[src/rtl/ifetch_pkg.sv]
`default_nettype none
// +--------------------------------------------------------------------------+
// | Module      : ifetch_pkg                                                 |
// | Description : Shared widths, PC step, alignment mask and the fetch FSM   |
// |               state type for the instruction fetch stage.                |
// | Revision    : 1.0 - initial release                                      |
// +--------------------------------------------------------------------------+
package ifetch_pkg;

  localparam int XLEN = 64;
  localparam int ILEN = 32;

  localparam logic [XLEN-1:0] PC_STEP       = 64'd4;
  // Instructions are word aligned; redirect targets lose their low two bits.
  localparam logic [XLEN-1:0] PC_ALIGN_MASK = ~64'h3;

  typedef enum logic [1:0] {
    IDLE  = 2'd0,
    FETCH = 2'd1,
    HOLD  = 2'd2
  } state_t;

endpackage : ifetch_pkg
`default_nettype wire

[src/rtl/pc_register.sv]
`default_nettype none
// +--------------------------------------------------------------------------+
// | Module      : pc_register                                                |
// | Description : 64-bit program counter. Load beats increment beats hold.   |
// |               pc_next exposes the value the register takes at the next   |
// |               edge so the fetch FSM can register it as a request address.|
// | Ports       : clk, reset (async, active-low)                             |
// |               load / load_pc : redirect load (highest priority)          |
// |               inc            : advance by PC_STEP (modulo 2^64)          |
// |               pc / pc_next   : current and next PC                       |
// | Revision    : 1.0 - initial release                                      |
// +--------------------------------------------------------------------------+
module pc_register
  import ifetch_pkg::*;
#(
  parameter logic [XLEN-1:0] PC_RESET = 64'h0
) (
  input  logic            clk,
  input  logic            reset,
  input  logic            load,
  input  logic [XLEN-1:0] load_pc,
  input  logic            inc,
  output logic [XLEN-1:0] pc,
  output logic [XLEN-1:0] pc_next
);

  always_comb begin
    pc_next = pc;
    if (load) begin
      pc_next = load_pc;
    end else if (inc) begin
      pc_next = pc + PC_STEP;
    end
  end

  always_ff @(posedge clk or negedge reset) begin
    if (!reset) begin
      pc <= PC_RESET;
    end else begin
      pc <= pc_next;
    end
  end

endmodule : pc_register
`default_nettype wire

[src/rtl/instruction_fetch.sv]
`default_nettype none
// +--------------------------------------------------------------------------+
// | Module      : instruction_fetch                                          |
// | Description : Front-end fetch stage. Requests 32-bit words from          |
// |               instruction memory (req/ack), hands each word and its PC   |
// |               downstream (valid/ready), and squashes wrong-path work on  |
// |               a branch redirect.                                         |
// | Ports       : clk, reset (async, active-low)                             |
// |               imem_req/imem_addr/imem_ack/imem_rdata : memory side       |
// |               instruction/pc_out/instr_valid/instr_ready : parser side   |
// |               redirect/redirect_pc : taken branch from later stages      |
// |               perf_fetched/perf_stall : only with IFETCH_PERF_EN defined |
// | Options     : `define IFETCH_PERF_EN adds saturating perf counters.      |
// | Revision    : 1.0 - initial release                                      |
// +--------------------------------------------------------------------------+
module instruction_fetch
  import ifetch_pkg::*;
#(
  parameter logic [XLEN-1:0] PC_RESET = 64'h0
) (
  input  logic            clk,
  input  logic            reset,
  output logic            imem_req,
  output logic [XLEN-1:0] imem_addr,
  input  logic            imem_ack,
  input  logic [ILEN-1:0] imem_rdata,
  output logic [ILEN-1:0] instruction,
  output logic [XLEN-1:0] pc_out,
  output logic            instr_valid,
  input  logic            instr_ready,
  input  logic            redirect,
  input  logic [XLEN-1:0] redirect_pc
`ifdef IFETCH_PERF_EN
  ,
  output logic [31:0]     perf_fetched,
  output logic [31:0]     perf_stall
`endif
);

  state_t          state;
  logic            squash;
  logic [XLEN-1:0] pc;
  logic [XLEN-1:0] pc_next;
  logic            pc_inc;

  // Only a genuine (non-squashed) return advances the PC; a redirect in the
  // same cycle still wins inside pc_register.
  assign pc_inc = (state == FETCH) && imem_ack && !squash;

  pc_register #(
    .PC_RESET (PC_RESET)
  ) u_pc (
    .clk     (clk),
    .reset   (reset),
    .load    (redirect),
    .load_pc (redirect_pc & PC_ALIGN_MASK),
    .inc     (pc_inc),
    .pc      (pc),
    .pc_next (pc_next)
  );

  always_ff @(posedge clk or negedge reset) begin
    if (!reset) begin
      state       <= IDLE;
      squash      <= 1'b0;
      imem_req    <= 1'b0;
      imem_addr   <= PC_RESET;
      instruction <= '0;
      pc_out      <= '0;
      instr_valid <= 1'b0;
    end else begin
      case (state)
        IDLE: begin
          state     <= FETCH;
          imem_req  <= 1'b1;
          imem_addr <= pc_next;
        end

        FETCH: begin
          if (imem_ack) begin
            // Whatever happens to the data, the next request (if any) goes
            // to the PC as updated this cycle.
            imem_addr <= pc_next;
            if (squash || redirect) begin
              // Wrong-path data: drop it and issue the redirected fetch.
              squash <= 1'b0;
            end else begin
              instruction <= imem_rdata;
              pc_out      <= pc;
              instr_valid <= 1'b1;
              imem_req    <= 1'b0;
              state       <= HOLD;
            end
          end else if (redirect) begin
            // The outstanding request cannot be withdrawn; keep its address
            // stable and remember to throw its data away.
            squash <= 1'b1;
          end
        end

        HOLD: begin
          // A redirect without ready drops the held word; with ready the
          // transfer completes and downstream discards it. Both leave HOLD.
          if (instr_ready || redirect) begin
            instr_valid <= 1'b0;
            imem_req    <= 1'b1;
            imem_addr   <= pc_next;
            state       <= FETCH;
          end
        end

        default: begin
          state       <= IDLE;
          squash      <= 1'b0;
          imem_req    <= 1'b0;
          instr_valid <= 1'b0;
        end
      endcase
    end
  end

`ifdef IFETCH_PERF_EN
  always_ff @(posedge clk or negedge reset) begin
    if (!reset) begin
      perf_fetched <= '0;
      perf_stall   <= '0;
    end else begin
      if (instr_valid && instr_ready && (perf_fetched != 32'hFFFF_FFFF)) begin
        perf_fetched <= perf_fetched + 32'd1;
      end
      if ((state == FETCH) && imem_req && !imem_ack && (perf_stall != 32'hFFFF_FFFF)) begin
        perf_stall <= perf_stall + 32'd1;
      end
    end
  end
`endif

endmodule : instruction_fetch
`default_nettype wire

[config.mk]
export PLATFORM = sky130hd
export DESIGN_NAME = instruction_fetch
export DESIGN_NICKNAME = d
export VERILOG_FILES = /design/src/rtl/ifetch_pkg.sv /design/src/rtl/pc_register.sv /design/src/rtl/instruction_fetch.sv
export SDC_FILE = /design/constraint.sdc
export NUM_CORES = 1
export LEC_CHECK = 0
export BUFFER_PORTS_ARGS = -buffer_cell sky130_fd_sc_hd__buf_4
export CAP_MARGIN = 0
export CORE_UTILIZATION = 57
export DETAILED_ROUTE_END_ITERATION = 8
export PLACE_DENSITY_LB_ADDON = 0.05
export SLEW_MARGIN = 20
export SYNTH_ARGS = -nofsm -noshare
export SYNTH_HDL_FRONTEND = slang
export SYNTH_SLANG_ARGS = --single-unit
[constraint.sdc]
create_clock -name clk -period 7.1 [get_ports clk]
set_input_delay 0.71 -clock clk [delete_from_list [all_inputs] [get_ports clk]]
set_output_delay 0.71 -clock clk [all_outputs]
set_load 0.01 [all_outputs]
==> results.sh, run 1 <==
export IMPL_antennaDiodeCount=0
export IMPL_synth_ff_type="dfrtp_1"
export IMPL_dieArea_sq_um=18200
export IMPL_core_area_sq_um=17200
export IMPL_hold_path_class="primary input to asynchronous set/reset pin"
export IMPL_crit_chain="buf_4, o21ai_0, a21oi_4, nand2_1, o22ai_1"
export IMPL_postCtsResizedCells=0
export IMPL_r2r_setup_slack_ns=4.12
export IMPL_syn_inst=839
export IMPL_cp_end_kind="flop"
export IMPL_cp_data_required_time_ns=7.50
export IMPL_reg2reg_from="state[0]"
export IMPL_drt_iter0_drc=379
export IMPL_fmaxAchievable_mhz=330
export IMPL_period_needed_ns=3.03
export IMPL_ioPinCount=263
export IMPL_placed_cells=1292
export IMPL_arrival_ns=3.43
export IMPL_post_cts_buffers=0
export IMPL_track_usage_pct=27.5
export IMPL_rows=48
export IMPL_ys_types=48
export IMPL_postCtsHoldBufs=0
export IMPL_cts_root_buf="clkbuf_16"
export IMPL_synth_edff_count=0
export IMPL_overflow=0
export IMPL_hold_viol_final=0
export IMPL_wl_per_cell_um=18.5
export IMPL_clkSinkCount=229
export IMPL_rsz0062_at_grt="no"
export IMPL_synth_cell_area_sq_um=10100
export IMPL_drc=0
export IMPL_htreeDepth=1
export IMPL_die_w_um=135
export IMPL_cts_path_max_buffers=3
export IMPL_max_cap_viol_count=0
export IMPL_dr_pass1_iters=4
export IMPL_drive_gt1_share_pct=42.5
export IMPL_grt_pass1_wl_um=39400
export IMPL_crit_fanout=42
export IMPL_gp_congestion=0.772
export IMPL_slowest_stage="nand2_1"
export IMPL_initial_core_util_pct=58.4
export IMPL_synth_nets=941
export IMPL_crit_start="redirect"
export IMPL_critPathBufInv=1
export IMPL_outcome="completed"
export IMPL_r2r_end="imem_addr[59]"
export IMPL_io_buffer_count=260
export IMPL_ant_nets=0
export IMPL_critPathKind="primary input to flop"
export IMPL_maxSlewViolCount=0
export IMPL_clk_latency_ns=0.51
export IMPL_cellPowerDensity_nw_per_um2=361
export IMPL_hpwl_um=16800
export IMPL_tightestPinTransition_ns=0.947
export IMPL_clk_pin_slew_ns=0.06
export IMPL_crit_family="compound AO/OA/AOI/OAI gates"
export IMPL_numCtsBuffers=24
export IMPL_grt_max_degree=119
export IMPL_die_h_um=135
export IMPL_slew_headroom_pct=36.5
export IMPL_fin_nets=1195
export IMPL_cts_tree="yes"
export IMPL_grt_pass1_vias=7600
export IMPL_setup_viol=0
export IMPL_fin_worst_skew_ns=0.00798
export IMPL_yosys_warnings=0
export IMPL_p_leak_nw=5.78
export IMPL_startpoint_type="primary input"
export IMPL_seq_area_frac_synth_pct=57.0
export IMPL_viasPerCell=5.64
export IMPL_wirelength_um=24700
export IMPL_syn2layout_area_growth_pct=29.2
export IMPL_setup_tns_ns=0
export IMPL_antenna_found_initial=0
export IMPL_ys_ff_latch=229
export IMPL_cpPeakStageDelay_ns=0.80
export IMPL_via_count=7529
export IMPL_r2r_worst_path_cells=5
export IMPL_async_reset_ff_share_pct=100
export IMPL_ir_drop_mv=0.229
export IMPL_period_share_pct=42.6
export IMPL_crit_cells=5
export IMPL_syn_area_per_cell_sq_um=12.0
export IMPL_finalNonFillerCells=1336
[where the power goes]
group / internal (mW) / total [mW] / switching [mW]
clock: 0.752 / 1.25 / 0.502
sequential: 1.71 / 1.97 / 0.260
combinational: 0.828 / 1.47 / 0.640
[state kept, by name, indices dropped and copies added (netlist names)]
register	cells
u_pc.pc	64
pc_out	64
squash	1
instr_valid	1
instruction	32
state	2
imem_addr	64
imem_req	1
[how the worst max path moves through the flow]
stage | end | slack, ns
after floorplan | imem_addr[38] | 4.60
after global placement | imem_addr[55] | 3.67
after detailed placement | imem_addr[57] | 3.59
after CTS | imem_addr[59] | 4.11
after global routing | imem_addr[57] | 3.89
final | imem_addr[59] | 4.07
[cell usage after synthesis (3+ instances only)]
| cell | instances | area (sq um) |
|---|---|---|
| nand4_1 | 18 | 113 |
| and4_1 | 4 | 35.0 |
| inv_1 | 16 | 60.1 |
| xor2_1 | 12 | 105 |
| nand3_1 | 24 | 120 |
| o21a_1 | 4 | 30.0 |
| xnor2_1 | 41 | 359 |
| nor2b_1 | 7 | 43.8 |
| buf_2 | 4 | 20.0 |
| nor4_4 | 3 | 63.8 |
| nand2_1 | 60 | 225 |
| nor4_2 | 4 | 50.1 |
| o21ai_0 | 25 | 125 |
| nor3_2 | 3 | 30.0 |
| and3_1 | 11 | 68.8 |
| o31ai_1 | 4 | 30.0 |
| or3_1 | 3 | 18.8 |
| nor2_1 | 61 | 229 |
| a21oi_1 | 41 | 205 |
| nor3_1 | 25 | 125 |
| nor4_1 | 10 | 62.6 |
| clkbuf_1 | 32 | 120 |
| mux2i_1 | 6 | 60.1 |
| mux2_2 | 146 | 1640 |
| dfrtp_1 | 229 | 5730 |
| o22ai_1 | 19 | 119 |
[kinds of logic (layout without fill, tap and decap cells)]
logic type,Yosys count,after routing,share of synthesized area (%)
AND/OR/NAND/NOR,247,247,13.4
AO/OA/AOI/OAI,100,100,5.57
adder cells (fa/ha/maj),1,1,0.124
flip-flops,229,229,57.0
buffers and inverters,57,329,2.36
multiplexers,152,152,16.9
XOR/XNOR,53,53,4.61
[cells in the final DEF (no fill, tap or decap), types with 4 or more instances in the layout]
cell type and instances:
o21a_1 4, nor3_1 25, buf_4 267, and3_1 11, nand2_1 60, inv_1 16
nand3_1 24, nor2_1 60, mux2i_1 6, clkbuf_16 25, o22ai_1 19, and4_1 4
mux2_2 146, clkinv_2 5, nor4_2 4, dfrtp_1 229, xor2_1 12, nand4_1 18
o21ai_0 25, a21oi_1 40, xnor2_1 41, clkbuf_1 8, o31ai_1 4, nor2b_1 7
nor4_1 10
[stage by stage]
step	power [mW]	hold WS [ns]	util [%]	worst slack (ns)	instance area, sq um
2_1_floorplan	2.65	0.414	-	4.60	10100
3_3_place_gp	3.42	0.454	70.8	3.67	12200
3_5_place_dp	3.47	0.465	70.8	3.59	12200
4_1_cts	4.74	0.303	75.4	4.11	13000
5_1_grt	4.93	0.339	75.4	3.89	13000
6_report	4.69	0.248	75.4	4.07	13000
[metal layers]
| metal | wire length, um | GRT usage [%] | up-vias | share of wire (%) |
|---|---|---|---|---|
| li1 | - | - | 3492 | - |
| met1 | 10100 | 35.3 | 3774 | 41 |
| met2 | 12200 | 46.1 | 225 | 49 |
| met3 | 1980 | 7.17 | 38 | 8.0 |
| met4 | 487 | 7.55 | 0 | 2.0 |
| met5 | 0 | 0 | - | 0 |
[layout make-up]
type                    instances  area, sq um
repair buffers                268         2020
well taps                     225          282
multi-input cells             553         4110
clock inverters                 8         93.8
clock buffers                  36          697
fillers                      1182         4240
inverters                      17         63.8
flip-flops and latches        229         5730
Note: power is estimated with default switching activity, not from simulation.
==> run 2: changes to the inputs <==
--- a/config.mk
+++ b/config.mk
@@ -5,9 +5,10 @@
 export SDC_FILE = /design/constraint.sdc
 export NUM_CORES = 1
 export LEC_CHECK = 0
+export ABC_AREA = 1
 export BUFFER_PORTS_ARGS = -buffer_cell sky130_fd_sc_hd__buf_4
 export CAP_MARGIN = 0
-export CORE_UTILIZATION = 57
+export CORE_UTILIZATION = 54
 export DETAILED_ROUTE_END_ITERATION = 8
 export PLACE_DENSITY_LB_ADDON = 0.05
 export SLEW_MARGIN = 20
==> constraint.sdc (replaced) <==
create_clock -name clk -period 3.1 [get_ports clk]
set_input_delay 0.31 -clock clk [delete_from_list [all_inputs] [get_ports clk]]
set_output_delay 0.31 -clock clk [all_outputs]
set_load 0.01 [all_outputs]
==> results.sh, run 2 <==
export IMPL_outcome="completed"
export IMPL_synthTopCellsByCount="nand2_1, dfrtp_1, nor2_1"
export IMPL_r2r_end="imem_addr[34]"
export IMPL_drc=0
export IMPL_crit_family="simple AND/OR/NAND/NOR gates"
export IMPL_dr_pass1_iters=6
export IMPL_htreeDepth=1
export IMPL_final_cell_mix="nand2_1, buf_4, dfrtp_1"
export IMPL_setup_tns_ns=0
export IMPL_wirelength_um=33000
export IMPL_numCtsBuffers=25
export IMPL_crit_start="u_pc.pc[2]"
export IMPL_ys_types=34
export IMPL_rsz0062_at_grt="no"
export IMPL_synth_nets=1472
export IMPL_post_route_cell_area_sq_um=13900
export IMPL_fin_nets=1736
export IMPL_r2r_setup_slack_ns=0.68
export IMPL_yosys_area_share_simple_pct=33.6
export IMPL_r2r_worst_path_cells=12
export IMPL_track_usage_pct=32.9
export IMPL_slew_headroom_pct=56.4
export IMPL_finalWorstSetupSlack_ns=0.679
export IMPL_synth_top_family_by_area="simple AND/OR/NAND/NOR gates"
export IMPL_grt_pass1_vias=9526
export IMPL_synth_ff_type="dfrtp_1"
export IMPL_synth_area_top_cells="dfrtp_1, nand2_1, nand3_1"
export IMPL_crit_cells=12
export IMPL_wl_per_cell_um=17.3
export IMPL_overflow=0
export IMPL_ant_nets=0
export IMPL_ys_ff_latch=229
export IMPL_post_synth_top_area_fraction_pct=53.5
export IMPL_hpwl_um=23900
export IMPL_postCtsResizedCells=0
export IMPL_synth_top_area_cell="dfrtp_1"
export IMPL_slowest_stage="dfrtp_1"
export IMPL_seq_area_frac_synth_pct=53.5
export IMPL_maxSlewViolCount=0
export IMPL_critPathMostFrequentCell="nand2_1"
export IMPL_placed_cells=1858
export IMPL_final_common_cell="nand2_1"
export IMPL_critPathBufInv=1
export IMPL_holdWs_ns=0.00825
export IMPL_cp_data_required_time_ns=3.50
export IMPL_reg2reg_from="u_pc.pc[2]"
export IMPL_cts_path_max_buffers=3
export IMPL_period_share_pct=78.1
export IMPL_finish_utilization_pct=71.5
export IMPL_rows=51
export IMPL_num_fill_cells=1567
export IMPL_antenna_found_initial=0
export IMPL_synth_edff_count=0
export IMPL_viasPerCell=5.27
export IMPL_dieArea_sq_um=20400
export IMPL_place_ws_ns=0.708
export IMPL_finalPower_mw=11.8
export IMPL_cellPowerDensity_nw_per_um2=849
export IMPL_arrival_ns=2.83
export IMPL_die_w_um=143
export IMPL_hold_path_class="primary input to flop"
export IMPL_fin_worst_skew_ns=0.0102
export IMPL_synthMuxAreaShare_pct=0
export IMPL_drive_gt1_share_pct=22.2
export IMPL_ioPinCount=263
export IMPL_syn2layout_area_growth_pct=29.9
export IMPL_syn_inst=1370
export IMPL_synth_xor_area_share_pct=1.96
export IMPL_tightestPinTransition_ns=0.654
export IMPL_post_cts_buffers=0
export IMPL_grt_pass1_wl_um=51100
export IMPL_crit_chain="ha_1, inv_1, nor2_1, nand2_1, nor2_1, nand3_1, nor2_1, nand2_1, nand3_1, nand2_1, nand2_1, nand2_1"
export IMPL_critPathKind="flop to flop"
export IMPL_top_regs="imem_addr x64, pc_out x64, u_pc.pc x64"
export IMPL_setup_viol=0
export IMPL_io_buffer_count=260
export IMPL_dpl_cell_area_sq_um=13000
export IMPL_period_needed_ns=2.42
export IMPL_setup_worst_path_end="imem_addr[34]"
export IMPL_initial_core_util_pct=55.0
export IMPL_finalNonFillerCells=1915
export IMPL_syn_area_per_cell_sq_um=7.82
export IMPL_clkSinkCount=229
export IMPL_gp_congestion=0.957
export IMPL_synth_most_common_cell="nand2_1"
export IMPL_cpPeakStageDelay_ns=0.46
export IMPL_startpoint_type="flop"
export IMPL_max_cap_viol_count=0
export IMPL_cp_end_kind="flop"
export IMPL_cts_root_buf="clkbuf_16"
export IMPL_clk_latency_ns=0.51
export IMPL_antennaDiodeCount=0
export IMPL_via_count=10100
export IMPL_hold_viol_final=0
export IMPL_fmaxAchievable_mhz=413
export IMPL_yosys_warnings=0
export IMPL_die_h_um=143
export IMPL_synthAdderAreaFrac_pct=0.117
export IMPL_async_reset_ff_share_pct=100
export IMPL_clk_pin_slew_ns=0.06
export IMPL_crit_fanout=6
export IMPL_grt_max_degree=72
export IMPL_synth_cell_area_sq_um=10700
export IMPL_p_leak_nw=7.17
export IMPL_synth_compound_area_share_pct=5.85
export IMPL_cts_tree="yes"
export IMPL_core_area_sq_um=19500
export IMPL_ir_drop_mv=0.691
export IMPL_drt_iter0_drc=688
run 2: changes by cell type after synthesis, sizes merged, moves of 25 or more:
| cell | delta |
|---|---|
| a21oi | -34 |
| inv | +70 |
| mux2 | -146 |
| nand2 | +537 |
| nand3 | +59 |
| nor2 | +52 |
| o21ai | +59 |
| or2 | +25 |
| xnor2 | -41 |
run 2: how the worst min path moves through the flow:
stage / startpoint / end / slack [ns] / cells past startpoint
after floorplan: reset / imem_addr[0] / 0.01 / 0
after global placement: reset / instruction[10] / 0.31 / 1
after detailed placement: reset / pc_out[0] / 0.31 / 1
after CTS: imem_rdata[6] / instruction[6] / 0.00001 / 3
after global routing: imem_rdata[6] / instruction[6] / 0.007 / 3
final: imem_rdata[11] / instruction[11] / 0.008 / 3
run 2: area by class of cell:
cell class	count	area, sq um	area share (%)
Sequential cell	229	5730	41.2
Multi-Input combinational cell	1003	4460	32.0
Timing Repair Buffer	289	2270	16.4
Clock buffer	36	727	5.23
Tap cell	265	332	2.38
Inverter	86	325	2.34
Clock inverter	7	66.3	0.477
run 2: per-layer routing:
layer / vias up / GRT usage, % / routed length [um]
li1: 4832 / - / -
met1: 4796 / 47.4 / 14700
met2: 417 / 51.0 / 14900
met3: 42 / 7.14 / 2940
met4: 0 / 6.85 / 514
met5: - / 0 / 0
run 2: power by group:
part	switching, mW	internal, mW
clock network	1.18	1.70
logic	2.28	1.87
registers	0.723	4.05
total	4.18	7.62
run 2: worst min-delay path, stage by stage:
cell and delay (ns):
buf_4 0.08, nand2_1 0.04, nand2_1 0.05
run 2: repair_timing:
item | CTS | global route
endpoints found under the setup margin | 0 | 0
hold buffers | 14 | 0
endpoints found under the hold margin | 79 | 0
run 2: kinds of logic (layout without fill, tap and decap cells):
| group | Yosys count | count (layout) |
|---|---|---|
| simple gates | 864 | 864 |
| fa+ha+maj | 1 | 1 |
| xor+xnor | 24 | 24 |
| buf+inv | 138 | 418 |
| compound gates | 114 | 114 |
| flops | 229 | 229 |
==> run 3: changes to the inputs <==
--- a/config.mk
+++ b/config.mk
@@ -5,10 +5,10 @@
 export SDC_FILE = /design/constraint.sdc
 export NUM_CORES = 1
 export LEC_CHECK = 0
-export ABC_AREA = 1
+export ABC_AREA = 0
 export BUFFER_PORTS_ARGS = -buffer_cell sky130_fd_sc_hd__buf_4
 export CAP_MARGIN = 0
-export CORE_UTILIZATION = 54
+export CORE_UTILIZATION = 53
 export DETAILED_ROUTE_END_ITERATION = 8
 export PLACE_DENSITY_LB_ADDON = 0.05
 export SLEW_MARGIN = 20
==> constraint.sdc (replaced) <==
create_clock -name clk -period 2.29 [get_ports clk]
set_input_delay 0.229 -clock clk [delete_from_list [all_inputs] [get_ports clk]]
set_output_delay 0.229 -clock clk [all_outputs]
set_load 0.01 [all_outputs]
==> results.sh, run 3 (same netlist as run 1, synthesis figures left out) <==
export IMPL_cp_data_required_time_ns=2.67
export IMPL_grtUsageMet3_pct=6.09
export IMPL_fmaxAchievable_mhz=455
export IMPL_clk_pin_slew_ns=0.06
export IMPL_multi_input_area_sq_um=4210
export IMPL_critPathKind="flop to flop"
export IMPL_die_w_um=140
export IMPL_syn2layout_area_growth_pct=43.8
export IMPL_antenna_found_initial=0
export IMPL_ant_nets=0
export IMPL_top_regs="imem_addr x64, pc_out x64, u_pc.pc x64"
export IMPL_grt_max_degree=74
export IMPL_dieArea_sq_um=19500
export IMPL_maxSlewViolCount=0
export IMPL_core_area_sq_um=18600
export IMPL_finalNonFillerCells=1486
export IMPL_hold_path_class="primary input to flop"
export IMPL_num_fill_cells=1270
export IMPL_ir_drop_mv=0.736
export IMPL_fin_nets=1337
export IMPL_die_h_um=140
export IMPL_final_cell_mix="buf_4, dfrtp_1, mux2_2"
export IMPL_period_share_pct=96.0
export IMPL_drt_iter0_drc=310
export IMPL_antennaDiodeCount=0
export IMPL_p_leak_nw=6.44
export IMPL_viasPerCell=5.44
export IMPL_grt_pass1_wl_um=43900
export IMPL_gp_congestion=0.792
export IMPL_cts_root_buf="clkbuf_16"
export IMPL_placed_cells=1343
export IMPL_hold_viol_final=0
export IMPL_via_count=8082
export IMPL_fin_worst_skew_ns=0.00804
export IMPL_wl_per_cell_um=18.6
export IMPL_finish_utilization_pct=77.6
export IMPL_finalPower_mw=14.8
export IMPL_r2r_setup_slack_ns=0.09
export IMPL_io_buffer_count=260
export IMPL_max_cap_viol_count=0
export IMPL_final_common_cell="buf_4"
export IMPL_hpwl_um=17900
export IMPL_grt_pass1_vias=8346
export IMPL_overflow=0
export IMPL_setup_viol=0
export IMPL_cts_tree="yes"
export IMPL_cellPowerDensity_nw_per_um2=1020
export IMPL_regArea_sq_um=5730
export IMPL_tightestPinTransition_ns=0.603
export IMPL_slew_headroom_pct=59.8
export IMPL_startpoint_type="flop"
export IMPL_cp_end_kind="flop"
export IMPL_initial_core_util_pct=54.0
export IMPL_rows=50
export IMPL_drive_gt1_share_pct=42.7
export IMPL_arrival_ns=2.58
export IMPL_setup_tns_ns=0
export IMPL_track_usage_pct=28.3
export IMPL_numCtsBuffers=24
export IMPL_grt_busiest_layer="met2"
export IMPL_ioPinCount=263
export IMPL_crit_fanout=4
export IMPL_gr_usage_met1_pct=36.5
export IMPL_period_needed_ns=2.20
export IMPL_clkSinkCount=229
export IMPL_drc=0
export IMPL_rsz0062_at_grt="yes"
export IMPL_clk_latency_ns=0.52
export IMPL_wirelength_um=27600
export IMPL_outcome="completed"
export IMPL_dr_pass1_iters=5
export IMPL_cts_path_max_buffers=3
export IMPL_use_met2_pct=47.8
export IMPL_htreeDepth=1
run 3: critical path, stage by stage, from the launching register on:
cell and delay (ns):
dfrtp_1 0.41, nand4_1 0.13, buf_4 0.19, nor4_4 0.30
nand4_1 0.25, or2_2 0.34, a221oi_1 0.33, o21ai_0 0.12
run 3: power breakdown:
group / internal, mW / leakage (nW) / switching [mW]
clock network: 2.17 / 0.377 / 1.58
logic: 2.78 / 3.36 / 2.12
registers: 5.31 / 2.71 / 0.811
total: 10.3 / 6.44 / 4.51
run 3: final timing paths:
kind | startpoint | end | cells after the start
worst max-delay path | u_pc.pc[17] | imem_addr[47] | 7
worst min-delay path | redirect_pc[12] | u_pc.pc[12] | 3
worst max register to register | u_pc.pc[17] | imem_addr[47] | 7
worst min register to register | imem_addr[4] | imem_addr[4] | 2
max in group asynchronous | reset | u_pc.pc[5] | 3
min in group asynchronous | reset | imem_addr[57] | 2
run 3: final cells by class:
type                       instances  area share (%)
sequential                       229            39.6
multi-input combinational        553            29.1
timing repair buffer             410            23.5
clock buffer                      36            4.96
tap                              234            2.02
inverter                          17           0.441
clock inverter                     7           0.303
run 3: timing repair:
item | CTS | global route
gates resized for setup | 0 | 19
hold buffers | 93 | 0
hold endpoints to repair | 170 | 0
setup endpoints to repair | 0 | 49
buffers inserted | 0 | 6
run 3: layer usage:
metal	part of all wire, %	vias to the layer above	wire length (um)
met2	49	272	13600
met5	0	-	0
met3	6.5	49	1790
li1	-	3763	-
met4	2.3	0	646
met1	42	3998	11500
run 3: stage by stage:
| step | area, sq um | setup WS (ns) | hold WS, ns |
|---|---|---|---|
| after detailed placement | 12600 | 0.0233 | 0.253 |
| after floorplan | 10100 | 0.00954 | -0.0666 |
| after global placement | 12600 | 0.0361 | 0.248 |
| final | 14500 | 0.0919 | 0.0104 |
| after global routing | 14500 | -0.0986 | 0.00457 |
| after CTS | 14300 | 0.0180 | 0.000180 |
